## config.mk

```make
export PLATFORM = sky130hd
export DESIGN_NAME = apb_master_flat
export DESIGN_NICKNAME = d
export VERILOG_FILES = /design/src/rtl/apb_pkg.sv /design/src/rtl/apb_master_if.sv /design/src/rtl/apb_master_timer.sv /design/src/rtl/apb_master.sv /design/src/flat_wrapper.sv
export SDC_FILE = /design/constraint.sdc
export NUM_CORES = 1
export LEC_CHECK = 0
export ABC_AREA = 1
export BUFFER_PORTS_ARGS = -buffer_cell sky130_fd_sc_hd__buf_2
export CAP_MARGIN = 25
export CORE_ASPECT_RATIO = 1.25
export CORE_UTILIZATION = 40
export CTS_BUF_LIST = sky130_fd_sc_hd__clkbuf_8 sky130_fd_sc_hd__clkbuf_16
export CTS_CLUSTER_SIZE = 20
export DETAILED_ROUTE_END_ITERATION = 7
export PLACE_DENSITY = 0.75
export SYNTH_ARGS = -nofsm -noshare
export SYNTH_HDL_FRONTEND = slang
export SYNTH_SLANG_ARGS = --single-unit
export TNS_END_PERCENT = 1
```

## constraint.sdc

```tcl
create_clock -name i_clk -period 1.9 [get_ports i_clk]
set_input_delay 0.095 -clock i_clk [delete_from_list [all_inputs] [get_ports i_clk]]
set_output_delay 0.095 -clock i_clk [all_outputs]
set_load 0.02 [all_outputs]
```

## src/rtl/apb_pkg.sv

```systemverilog
// Shared APB types for the requester and completer sides of the subsystem.
package apb_pkg;

  typedef enum logic [1:0] {
    APB_IDLE   = 2'd0,
    APB_SETUP  = 2'd1,
    APB_ACCESS = 2'd2,
    APB_RESP   = 2'd3
  } apb_state_t;

  // Wait-counter width: holds 0..TIMEOUT_CYCLES, at least one bit when disabled.
  function automatic int unsigned timer_width(input int unsigned cycles);
    return (cycles > 0) ? $clog2(cycles + 1) : 1;
  endfunction

endpackage

```

## src/rtl/apb_master_if.sv

```systemverilog
// Command/response stream plus APB bus seen by the APB requester.
interface apb_master_if #(
  parameter int unsigned ADDR_WIDTH = 32,
  parameter int unsigned DATA_WIDTH = 32
);
  logic                  i_cmd_valid;
  logic                  o_cmd_ready;
  logic                  i_cmd_write;
  logic [ADDR_WIDTH-1:0] i_cmd_addr;
  logic [DATA_WIDTH-1:0] i_cmd_wdata;

  logic                  o_rsp_valid;
  logic                  i_rsp_ready;
  logic [DATA_WIDTH-1:0] o_rsp_rdata;
  logic                  o_rsp_err;
  logic                  o_rsp_timeout;

  logic [ADDR_WIDTH-1:0] PADDR;
  logic                  PWRITE;
  logic [DATA_WIDTH-1:0] PWDATA;
  logic                  PSELx;
  logic                  PENABLE;
  logic [DATA_WIDTH-1:0] PRDATA;
  logic                  PREADY;
  logic                  PSLVERR;

  modport master (
    input  i_cmd_valid, i_cmd_write, i_cmd_addr, i_cmd_wdata, i_rsp_ready,
    input  PRDATA, PREADY, PSLVERR,
    output o_cmd_ready, o_rsp_valid, o_rsp_rdata, o_rsp_err, o_rsp_timeout,
    output PADDR, PWRITE, PWDATA, PSELx, PENABLE
  );

  modport slave (
    output i_cmd_valid, i_cmd_write, i_cmd_addr, i_cmd_wdata, i_rsp_ready,
    output PRDATA, PREADY, PSLVERR,
    input  o_cmd_ready, o_rsp_valid, o_rsp_rdata, o_rsp_err, o_rsp_timeout,
    input  PADDR, PWRITE, PWDATA, PSELx, PENABLE
  );
endinterface

```

## src/rtl/apb_master_timer.sv

```systemverilog
// ACCESS-phase wait counter; flags the last allowed wait cycle before abort.
module apb_master_timer
  import apb_pkg::*;
#(
  parameter int unsigned TIMEOUT_CYCLES = 16
) (
  input  logic i_clk,
  input  logic i_reset_n,
  input  logic i_clear,
  input  logic i_enable,
  output logic o_expired
);

  localparam int unsigned CW = timer_width(TIMEOUT_CYCLES);
  localparam logic [CW-1:0] LAST = CW'((TIMEOUT_CYCLES > 0) ? TIMEOUT_CYCLES - 1 : 0);

  logic [CW-1:0] cnt_q, cnt_d;

  // Saturates at all-ones so a disabled or long-stalled count never wraps.
  always_comb begin
    cnt_d = cnt_q;
    if (i_clear)
      cnt_d = '0;
    else if (i_enable && (cnt_q != '1))
      cnt_d = cnt_q + CW'(1);
  end

  always_ff @(posedge i_clk or negedge i_reset_n) begin
    if (!i_reset_n) cnt_q <= '0;
    else            cnt_q <= cnt_d;
  end

  assign o_expired = (TIMEOUT_CYCLES != 0) && (cnt_q == LAST);

endmodule

```

## src/rtl/apb_master.sv

```systemverilog
// APB requester: one SETUP/ACCESS transfer per command, one response per transfer.
module apb_master
  import apb_pkg::*;
#(
  parameter int unsigned ADDR_WIDTH     = 32,
  parameter int unsigned DATA_WIDTH     = 32,
  parameter int unsigned TIMEOUT_CYCLES = 16
) (
  input  logic        i_clk,
  input  logic        i_reset_n,
  apb_master_if.master bus
);

  localparam logic [1:0] ST_IDLE   = APB_IDLE;
  localparam logic [1:0] ST_SETUP  = APB_SETUP;
  localparam logic [1:0] ST_ACCESS = APB_ACCESS;
  localparam logic [1:0] ST_RESP   = APB_RESP;

  logic [1:0]            state_q,     state_d;
  logic [ADDR_WIDTH-1:0] paddr_q,     paddr_d;
  logic                  pwrite_q,    pwrite_d;
  logic [DATA_WIDTH-1:0] pwdata_q,    pwdata_d;
  logic                  psel_q,      psel_d;
  logic                  penable_q,   penable_d;
  logic                  cmd_ready_q, cmd_ready_d;
  logic                  rsp_valid_q, rsp_valid_d;
  logic [DATA_WIDTH-1:0] rdata_q,     rdata_d;
  logic                  err_q,       err_d;
  logic                  timeout_q,   timeout_d;

  logic accept, tmr_expired;

  assign accept = (state_q == ST_IDLE) && bus.i_cmd_valid;

  apb_master_timer #(.TIMEOUT_CYCLES(TIMEOUT_CYCLES)) u_timer (
    .i_clk     (i_clk),
    .i_reset_n (i_reset_n),
    .i_clear   (accept),
    .i_enable  ((state_q == ST_ACCESS) && !bus.PREADY),
    .o_expired (tmr_expired)
  );

  // Outputs are computed from next state so every bus/response pin comes from a flop.
  always_comb begin
    state_d     = state_q;
    paddr_d     = paddr_q;
    pwrite_d    = pwrite_q;
    pwdata_d    = pwdata_q;
    psel_d      = psel_q;
    penable_d   = penable_q;
    cmd_ready_d = cmd_ready_q;
    rsp_valid_d = rsp_valid_q;
    rdata_d     = rdata_q;
    err_d       = err_q;
    timeout_d   = timeout_q;
    case (state_q)
      ST_IDLE: begin
        if (bus.i_cmd_valid) begin
          paddr_d     = bus.i_cmd_addr;
          pwrite_d    = bus.i_cmd_write;
          pwdata_d    = bus.i_cmd_wdata;
          psel_d      = 1'b1;
          cmd_ready_d = 1'b0;
          state_d     = ST_SETUP;
        end
      end
      ST_SETUP: begin
        penable_d = 1'b1;
        state_d   = ST_ACCESS;
      end
      ST_ACCESS: begin
        // A completing PREADY wins over a timeout landing on the same edge.
        if (bus.PREADY) begin
          rdata_d     = pwrite_q ? '0 : bus.PRDATA;
          err_d       = bus.PSLVERR;
          timeout_d   = 1'b0;
          psel_d      = 1'b0;
          penable_d   = 1'b0;
          rsp_valid_d = 1'b1;
          state_d     = ST_RESP;
        end else if (tmr_expired) begin
          rdata_d     = '0;
          err_d       = 1'b1;
          timeout_d   = 1'b1;
          psel_d      = 1'b0;
          penable_d   = 1'b0;
          rsp_valid_d = 1'b1;
          state_d     = ST_RESP;
        end
      end
      ST_RESP: begin
        if (bus.i_rsp_ready) begin
          rsp_valid_d = 1'b0;
          cmd_ready_d = 1'b1;
          state_d     = ST_IDLE;
        end
      end
      default: begin
        psel_d      = 1'b0;
        penable_d   = 1'b0;
        rsp_valid_d = 1'b0;
        cmd_ready_d = 1'b1;
        state_d     = ST_IDLE;
      end
    endcase
  end

  always_ff @(posedge i_clk or negedge i_reset_n) begin
    if (!i_reset_n) begin
      state_q     <= ST_IDLE;
      paddr_q     <= '0;
      pwrite_q    <= 1'b0;
      pwdata_q    <= '0;
      psel_q      <= 1'b0;
      penable_q   <= 1'b0;
      cmd_ready_q <= 1'b1;
      rsp_valid_q <= 1'b0;
      rdata_q     <= '0;
      err_q       <= 1'b0;
      timeout_q   <= 1'b0;
    end else begin
      state_q     <= state_d;
      paddr_q     <= paddr_d;
      pwrite_q    <= pwrite_d;
      pwdata_q    <= pwdata_d;
      psel_q      <= psel_d;
      penable_q   <= penable_d;
      cmd_ready_q <= cmd_ready_d;
      rsp_valid_q <= rsp_valid_d;
      rdata_q     <= rdata_d;
      err_q       <= err_d;
      timeout_q   <= timeout_d;
    end
  end

  assign bus.o_cmd_ready   = cmd_ready_q;
  assign bus.o_rsp_valid   = rsp_valid_q;
  assign bus.o_rsp_rdata   = rdata_q;
  assign bus.o_rsp_err     = err_q;
  assign bus.o_rsp_timeout = timeout_q;
  assign bus.PADDR         = paddr_q;
  assign bus.PWRITE        = pwrite_q;
  assign bus.PWDATA        = pwdata_q;
  assign bus.PSELx         = psel_q;
  assign bus.PENABLE       = penable_q;

`ifdef FORMAL
  logic f_outstanding_q;

  always_ff @(posedge i_clk or negedge i_reset_n) begin
    if (!i_reset_n)                              f_outstanding_q <= 1'b0;
    else if (bus.o_cmd_ready && bus.i_cmd_valid) f_outstanding_q <= 1'b1;
    else if (bus.o_rsp_valid && bus.i_rsp_ready) f_outstanding_q <= 1'b0;
  end

  a_apb_stable: assert property (@(posedge i_clk) disable iff (!i_reset_n)
    bus.PSELx |=> (!bus.PSELx || ($stable(bus.PADDR) && $stable(bus.PWRITE) && $stable(bus.PWDATA))));
  a_enable_after_setup: assert property (@(posedge i_clk) disable iff (!i_reset_n)
    $rose(bus.PENABLE) |-> $past(bus.PSELx && !bus.PENABLE));
  a_single_outstanding: assert property (@(posedge i_clk) disable iff (!i_reset_n)
    (bus.o_cmd_ready && bus.i_cmd_valid) |-> !f_outstanding_q);
  a_rsp_has_cmd: assert property (@(posedge i_clk) disable iff (!i_reset_n)
    bus.o_rsp_valid |-> f_outstanding_q);
`endif

endmodule
```

## src/flat_wrapper.sv

```systemverilog
// flat-port wrapper written by rule: the top's interface ports become plain ports
module apb_master_flat import apb_pkg::*;
#(
  parameter int unsigned ADDR_WIDTH     = 32,
  parameter int unsigned DATA_WIDTH     = 32,
  parameter int unsigned TIMEOUT_CYCLES = 16
)
  (i_clk, i_reset_n, bus_i_cmd_valid, bus_i_cmd_write, bus_i_cmd_addr, bus_i_cmd_wdata, bus_i_rsp_ready, bus_PRDATA, bus_PREADY, bus_PSLVERR, bus_o_cmd_ready, bus_o_rsp_valid, bus_o_rsp_rdata, bus_o_rsp_err, bus_o_rsp_timeout, bus_PADDR, bus_PWRITE, bus_PWDATA, bus_PSELx, bus_PENABLE);
  apb_master_if #(.ADDR_WIDTH(ADDR_WIDTH), .DATA_WIDTH(DATA_WIDTH)) bus_i ();
  input  logic i_clk;
  input  logic i_reset_n;
  input wire logic [$bits(bus_i.i_cmd_valid)-1:0] bus_i_cmd_valid;
  input wire logic [$bits(bus_i.i_cmd_write)-1:0] bus_i_cmd_write;
  input wire logic [$bits(bus_i.i_cmd_addr)-1:0] bus_i_cmd_addr;
  input wire logic [$bits(bus_i.i_cmd_wdata)-1:0] bus_i_cmd_wdata;
  input wire logic [$bits(bus_i.i_rsp_ready)-1:0] bus_i_rsp_ready;
  input wire logic [$bits(bus_i.PRDATA)-1:0] bus_PRDATA;
  input wire logic [$bits(bus_i.PREADY)-1:0] bus_PREADY;
  input wire logic [$bits(bus_i.PSLVERR)-1:0] bus_PSLVERR;
  output wire logic [$bits(bus_i.o_cmd_ready)-1:0] bus_o_cmd_ready;
  output wire logic [$bits(bus_i.o_rsp_valid)-1:0] bus_o_rsp_valid;
  output wire logic [$bits(bus_i.o_rsp_rdata)-1:0] bus_o_rsp_rdata;
  output wire logic [$bits(bus_i.o_rsp_err)-1:0] bus_o_rsp_err;
  output wire logic [$bits(bus_i.o_rsp_timeout)-1:0] bus_o_rsp_timeout;
  output wire logic [$bits(bus_i.PADDR)-1:0] bus_PADDR;
  output wire logic [$bits(bus_i.PWRITE)-1:0] bus_PWRITE;
  output wire logic [$bits(bus_i.PWDATA)-1:0] bus_PWDATA;
  output wire logic [$bits(bus_i.PSELx)-1:0] bus_PSELx;
  output wire logic [$bits(bus_i.PENABLE)-1:0] bus_PENABLE;
  assign bus_i.i_cmd_valid = bus_i_cmd_valid;
  assign bus_i.i_cmd_write = bus_i_cmd_write;
  assign bus_i.i_cmd_addr = bus_i_cmd_addr;
  assign bus_i.i_cmd_wdata = bus_i_cmd_wdata;
  assign bus_i.i_rsp_ready = bus_i_rsp_ready;
  assign bus_i.PRDATA = bus_PRDATA;
  assign bus_i.PREADY = bus_PREADY;
  assign bus_i.PSLVERR = bus_PSLVERR;
  assign bus_o_cmd_ready = bus_i.o_cmd_ready;
  assign bus_o_rsp_valid = bus_i.o_rsp_valid;
  assign bus_o_rsp_rdata = bus_i.o_rsp_rdata;
  assign bus_o_rsp_err = bus_i.o_rsp_err;
  assign bus_o_rsp_timeout = bus_i.o_rsp_timeout;
  assign bus_PADDR = bus_i.PADDR;
  assign bus_PWRITE = bus_i.PWRITE;
  assign bus_PWDATA = bus_i.PWDATA;
  assign bus_PSELx = bus_i.PSELx;
  assign bus_PENABLE = bus_i.PENABLE;
  apb_master #(.ADDR_WIDTH(ADDR_WIDTH), .DATA_WIDTH(DATA_WIDTH), .TIMEOUT_CYCLES(TIMEOUT_CYCLES)) u_core (.i_clk(i_clk), .i_reset_n(i_reset_n), .bus(bus_i));
endmodule
```

Word level (Yosys, flattened, before mapping)
Index checks and enable logic that the tools add are counted.
{"block": "totals", "out_inout_bits": 103, "ff_bits": 110, "wordCells": 63}
{"block": "op_classes", "mux": 24, "n_reduce_logical": 18, "n_eq_ne": 8, "n_addsub": 1}
{"op": "$mux 32", "n": 3}
{"op": "$reduce_and 3->1", "n": 4}
{"op": "$reduce_bool 2->1", "n": 6}
{"op": "$mux 1", "n": 10}
{"op": "$mux 5", "n": 2}
{"op": "$mux 2", "n": 4}
{"op": "$pmux 1 s2", "n": 4}
{"op": "$pmux 2 s4", "n": 1}
{"op": "$reduce_and 2->1", "n": 3}
{"op": "$add 5x1->5 const B", "n": 1}
{"op": "$eq 5x4->1 const B", "n": 1}
{"op": "$ne 5x5->1 const B", "n": 1}
{"op": "$eq 2x2->1 const B", "n": 2}
{"op": "$ne 2x2->1 const B", "n": 2}
{"op": "$logic_and 1x1->1", "n": 3}
{"op": "$ne 3x2->1 const B", "n": 1}
{"op": "$eq 2x1->1 const B", "n": 1}
{"op": "$logic_not 2->1", "n": 1}
{"op": "$logic_not 1->1", "n": 1}

Logic depth before layout (Yosys ltp)
{"block": "depth", "word_depth": 5, "ltp_mapped": 9}

By module
A second synthesis with hierarchy kept.
{"block": "unflattened", "hier_cells": 506, "hier_area_um2": 4505.6}
{"module": "apb_master", "seq_area_each_um2": 2628.8, "area_each_um2": 4225.3, "cells_per_inst": 469, "n_inst": 1}
{"module": "apb_master_timer", "seq_area_each_um2": 125.1, "area_each_um2": 280.3, "cells_per_inst": 37, "n_inst": 1}

Least setup slack after synthesis
OpenSTA, ideal clock, no wires.
{"block": "synth_path", "path_type": "flip-flop to flip-flop", "from": "register u_core.u_timer.cnt_q[1]", "to": "register u_core.rdata_q[10] (netlist: u_core.bus.o_rsp_rdata[10])", "path_buffers": 1, "path_stages_with_launch": 10, "synth_period_minus_slack_ps": 1617, "t_arrival_ps": 1552, "path_slack_ps": 283, "cell_sequence": "dfrtp_1 ha_1 and3_1 ha_1 nor2_1 nor2_4 inv_2 buf_6 nand2_1 nand2_1"}
{"block": "synth_between", "elab_chain_cells": 3}
{"element": "from (decl)", "line_no": "apb_master_timer.sv:17", "text": "logic [CW-1:0] cnt_q, cnt_d;"}
{"element": "from (signal assigned)", "line_no": "apb_master_timer.sv:30", "text": "else cnt_q <= cnt_d;"}
{"element": "$eq 5x4->1", "line_no": "apb_master_timer.sv:33", "text": "assign o_expired = (TIMEOUT_CYCLES != 0) && (cnt_q == LAST);"}
{"element": "$reduce_bool 2->1 (no source line)"}
{"element": "$reduce_and 2->1 (no source line)"}
{"element": "to (signal assigned)", "line_no": "apb_master.sv:130", "text": "rdata_q <= rdata_d;"}
{"element": "to (decl)", "line_no": "apb_master.sv:27", "text": "logic [DATA_WIDTH-1:0] rdata_q, rdata_d;"}
Every way passes these cells.
A chain may end at the register's enable or synchronous reset.

Worst setup path in the final report
{"block": "layout_path", "from": "register u_core.u_timer.cnt_q[0]", "to": "register u_core.rdata_q[7] (netlist: u_core.bus.o_rsp_rdata[7])"}
The elaborated chain is that of the path after synthesis.

==> out/results.md <==
### Yosys
• synthesized-area fraction occupied by ao, oa, aoi and oai cells: 1.71%
• synthesis-stage register bit count: 110
• simple-gate area share of the yosys netlist: 13.0%
• post-synthesis cell type count: 22
• mux contribution to synthesized area: 16.8%
• Mapped Area: 4460 um^2
• Top FF cell, synth: dfrtp_1
• cell count after synthesis: 360
• total nets after synthesis: 470
• synthesized-area fraction occupied by xor and xnor cells: 0%
• EDFF count, synth: 0
• combinational family with the most area after synthesis: multiplexers
• post-synthesis share of cell area spent on full adders, half adders and majority gates: 1.96%
• synthesized area per cell: 12.4 um^2
• number of warning messages in the yosys log: 0
• register area share after synthesis: 61.8%
• Async SR Flop Fraction: 100%

### Cells and area
• fill cell count: 807
• share of the core filled with cells: 63.8%
• number of antenna diodes: 0
• layout overhead on the synthesized area: 53.4%
• cell area after layout: 6840 um^2
• layout cell share with drive strength beyond 1: 45.0%
• Net count, final: 775

### Critical path
• reg2reg end: u_core.bus.o_rsp_rdata[7]
• category of the worst setup path capture point: register
• critical path's slowest cell: dfrtp_1
• top cell family by delay on the critical path: simple AND/OR/NAND/NOR gates
• register-to-register path setup slack: 0.14 ns
• Critical Path AT: 2.03 ns
• stages on the worst setup path: 9
• worst-path cell chain: ha_1, and3_1, ha_1, nor2_2, nor2_4, inv_2, buf_12, nand2_1, nand2_1
• worst-path maximum fanout: 27
• slowest cell delay on critical path: 0.39 ns
• required time of the worst setup path: 2.17 ns
• classification of the worst setup path: reg2reg
• worst path bufs/invs: 2
• worst reg2reg startpoint: u_core.u_timer.cnt_q[0]
• R2R cell count: 9
• startpoint type of the worst setup path: register

### Power
• Final Total Pwr: 0.0107 W
• internal power consumption: 0.00640 W
• part of the power in registers: 37.9%
• areal power density over the cells: 1570 nW/um^2
• power share of the clock group: 16.3%
• leakage dissipation: 3.61 nW
• Max rail drop VDD: 0.000843 V
• reported net switching power: 0.00431 W
• proportion of power drawn by combinational gates: 45.7%
• switch share: 40.3%

### Timing
• Least-Margin Pin Slew: 0.550 ns
• worst relative slew slack: 63.3%
• final-report setup violation count: 0
• FMAX: 568 MHz
• fin. max-slew vios: 0
• unrepaired setup endpoints after global routing: false
• crit path time final: 1.76 ns
• endpoints failing hold: 0
• post-route clock period utilization: 92.6%
• final worst clock skew: 0.00702 ns
• final setup margin: 0.141 ns
• setup tns final: 0 ns

### Clock tree
• CTS buffer count: 9
• clock tree from TritonCTS: done
• setup repair bufs after CTS: 0
• CTS Root Buffer Type: clkbuf_16
• maximum number of buffers from clock root to sink: 2
• Clock Pin Slew Worst Setup and Hold Paths: 0.07 ns
• clock latency at the later pin of the worst-skew pair: 0.34 ns
• number of H-tree levels: 3
• Num Clock Sinks: 110

### Global route
• maximum number of pins on one net before global-route repair: 54
• wire length of the first global-routing pass: 18.7 mm
• number of antenna violations at the first check in global routing: 0
• all-layer global routing usage: 21.5%
• global-route congestion overflow total: 0
• number of global-route vias before repair: 3968

### Min path
• Endpoint, Worst Hold: u_core.bus.PWDATA[20]
• worst hold path type: in2reg
• worst hold path depth: 2
• startpoint of the lowest-slack hold path: bus_i_cmd_wdata[20]

### Route
• post-DR vias/cell: 4.75
• remaining design rule violation count: 0
• WL final: 12.1 mm
• first-iteration detailed-routing DRC count: 105
• router iterations before antenna repair: 4
• final antenna-violating net count: 0
• number of vias in the routed layout: 3803
• routed length per placed instance: 15.1 um

### Floorplanning
• initial core utilization: 41.6%
• count of boundary I/O pins: 206
• number of placement rows: 42
• total core area: 10700 um^2
• height of the chip: 120 um
• DIE WIDTH: 96.4 um
• total die area: 11600 um^2

### Place
• placer congestion estimate: 0.762
• setup slack after placement: 0.0866 ns
• post-detailed-placement half-perimeter wirelength: 7.64 mm
• Placement Cell Area: 5600 um^2
• Port Buffers: 205

### Job
• max cap viols: 0

### Outcome
• status: complete, no violations

## cell usage after synthesis (2+ instances only)
| cell type | instances | share of area [%] |
|---|---|---|
| nand3_1 | 40 | 4.5 |
| buf_4 | 5 | 0.84 |
| buf_2 | 3 | 0.34 |
| buf_6 | 4 | 1.0 |
| nor2_1 | 10 | 0.84 |
| inv_1 | 11 | 0.93 |
| nand2_1 | 81 | 6.8 |
| dfrtp_1 | 109 | 61 |
| o21ai_0 | 10 | 1.1 |
| mux2_2 | 60 | 15 |
| ha_1 | 7 | 2.0 |
| a21oi_1 | 2 | 0.22 |
| clkbuf_8 | 5 | 1.5 |
| mux2_4 | 5 | 1.7 |
## metrics by stage
step / hold WS, ns / instances
global placement: 0.109 / 690
finish: 0.00654 / 801
floorplan: -0.201 / 360
detailed placement: 0.121 / 690
global route: 0.00892 / 801
CTS: 0.0000527 / 801
## power by group through the flow
stage	Combinational (W)	Sequential, W	Clock [W]
floorplan	0.00184	0.00533	0
global placement	0.00462	0.00400	0
detailed placement	0.00473	0.00406	0
CTS	0.00489	0.00403	0.00180
global route	0.00529	0.00419	0.00190
finish	0.00490	0.00406	0.00175
## logic make-up (layout without fill, tap and decap cells)
kind of cell	Yosys count	in the layout
buffers and inverters	29	338
AOI/OAI and AO/OA	14	14
DFF	110	110
adders and majority gates	7	7
muxes	65	65
and+or+nand+nor	135	135
## layout by cell type (no fill, tap or decap), drive strengths merged
master       netlist  routed
clkinv             0       3
mux2              65      65
ha                 7       7
dfstp              1       1
o21ai             10      10
o22a               1       1
nor2              11      11
nand3             40      40
a21oi              2       2
nand2             82      82
o21a               1       1
buf               12     215
clkinvlp           0       1
and3               1       1
dlygate4sd3        0      96
inv               12      13
nand3b             1       1
clkbuf             5      10
dfrtp            109     109
## how the worst max path moves through the flow
stage | startpoint | to | slack, ns
3_3_place_gp | u_core.u_timer.cnt_q[1] | u_core.bus.o_rsp_rdata[0] | 0.19
3_5_place_dp | u_core.u_timer.cnt_q[0] | u_core.bus.o_rsp_rdata[5] | 0.09
6_report | u_core.u_timer.cnt_q[0] | u_core.bus.o_rsp_rdata[7] | 0.14
4_1_cts | u_core.u_timer.cnt_q[0] | u_core.bus.o_rsp_rdata[19] | 0.07
2_1_floorplan | u_core.u_timer.cnt_q[1] | u_core.bus.o_rsp_rdata[10] | 0.28
5_1_grt | u_core.u_timer.cnt_q[0] | u_core.bus.o_rsp_rdata[29] | 0.03
## final cells by class
type | instances | area (um^2) | area share (%)
Sequential cell | 110 | 2750 | 40.3
Timing Repair Buffer | 311 | 2100 | 30.7
Multi-Input combinational cell | 221 | 1500 | 21.9
Clock buffer | 10 | 239 | 3.49
Tap cell | 132 | 165 | 2.42
Inverter | 12 | 45.0 | 0.659
Clock inverter | 5 | 35.0 | 0.512
## flip-flops by register name, indices dropped and copies added, names as in the netlist
register,flops
u_core.bus.PENABLE,1
u_core.bus.o_rsp_valid,1
u_core.u_timer.cnt_q,5
u_core.bus.o_cmd_ready,1
u_core.state_q,2
u_core.bus.PWDATA,32
u_core.bus.PADDR,32
u_core.bus.o_rsp_rdata,32
u_core.bus.o_rsp_err,1
u_core.bus.o_rsp_timeout,1
u_core.bus.PSELx,1
u_core.bus.PWRITE,1
## layer usage
metal / share of wire (%) / wire, um / track usage [%]
met1: 40 / 4820 / 23.3
met4: 2.0 / 241 / 7.72
met5: 0 / 0 / 0
met3: 6.7 / 808 / 5.70
met2: 52 / 6260 / 39.2
## timing repair
| item | CTS | global route |
|---|---|---|
| hold buffers | 96 | 0 |
| hold endpoints to repair | 133 | 0 |
| setup endpoints to repair | 0 | 28 |
| resized for setup | 0 | 1 |
## worst reg2reg max path: cells and delay by family, from the launching register on
kind | cells | cell delay (ns)
adder cells (fa/ha/maj) | 2 | 0.41
buffers and inverters | 2 | 0.30
flip-flops | 1 | 0.39
AND/OR/NAND/NOR | 5 | 0.60
Note: power is estimated with default switching activity, not from simulation.
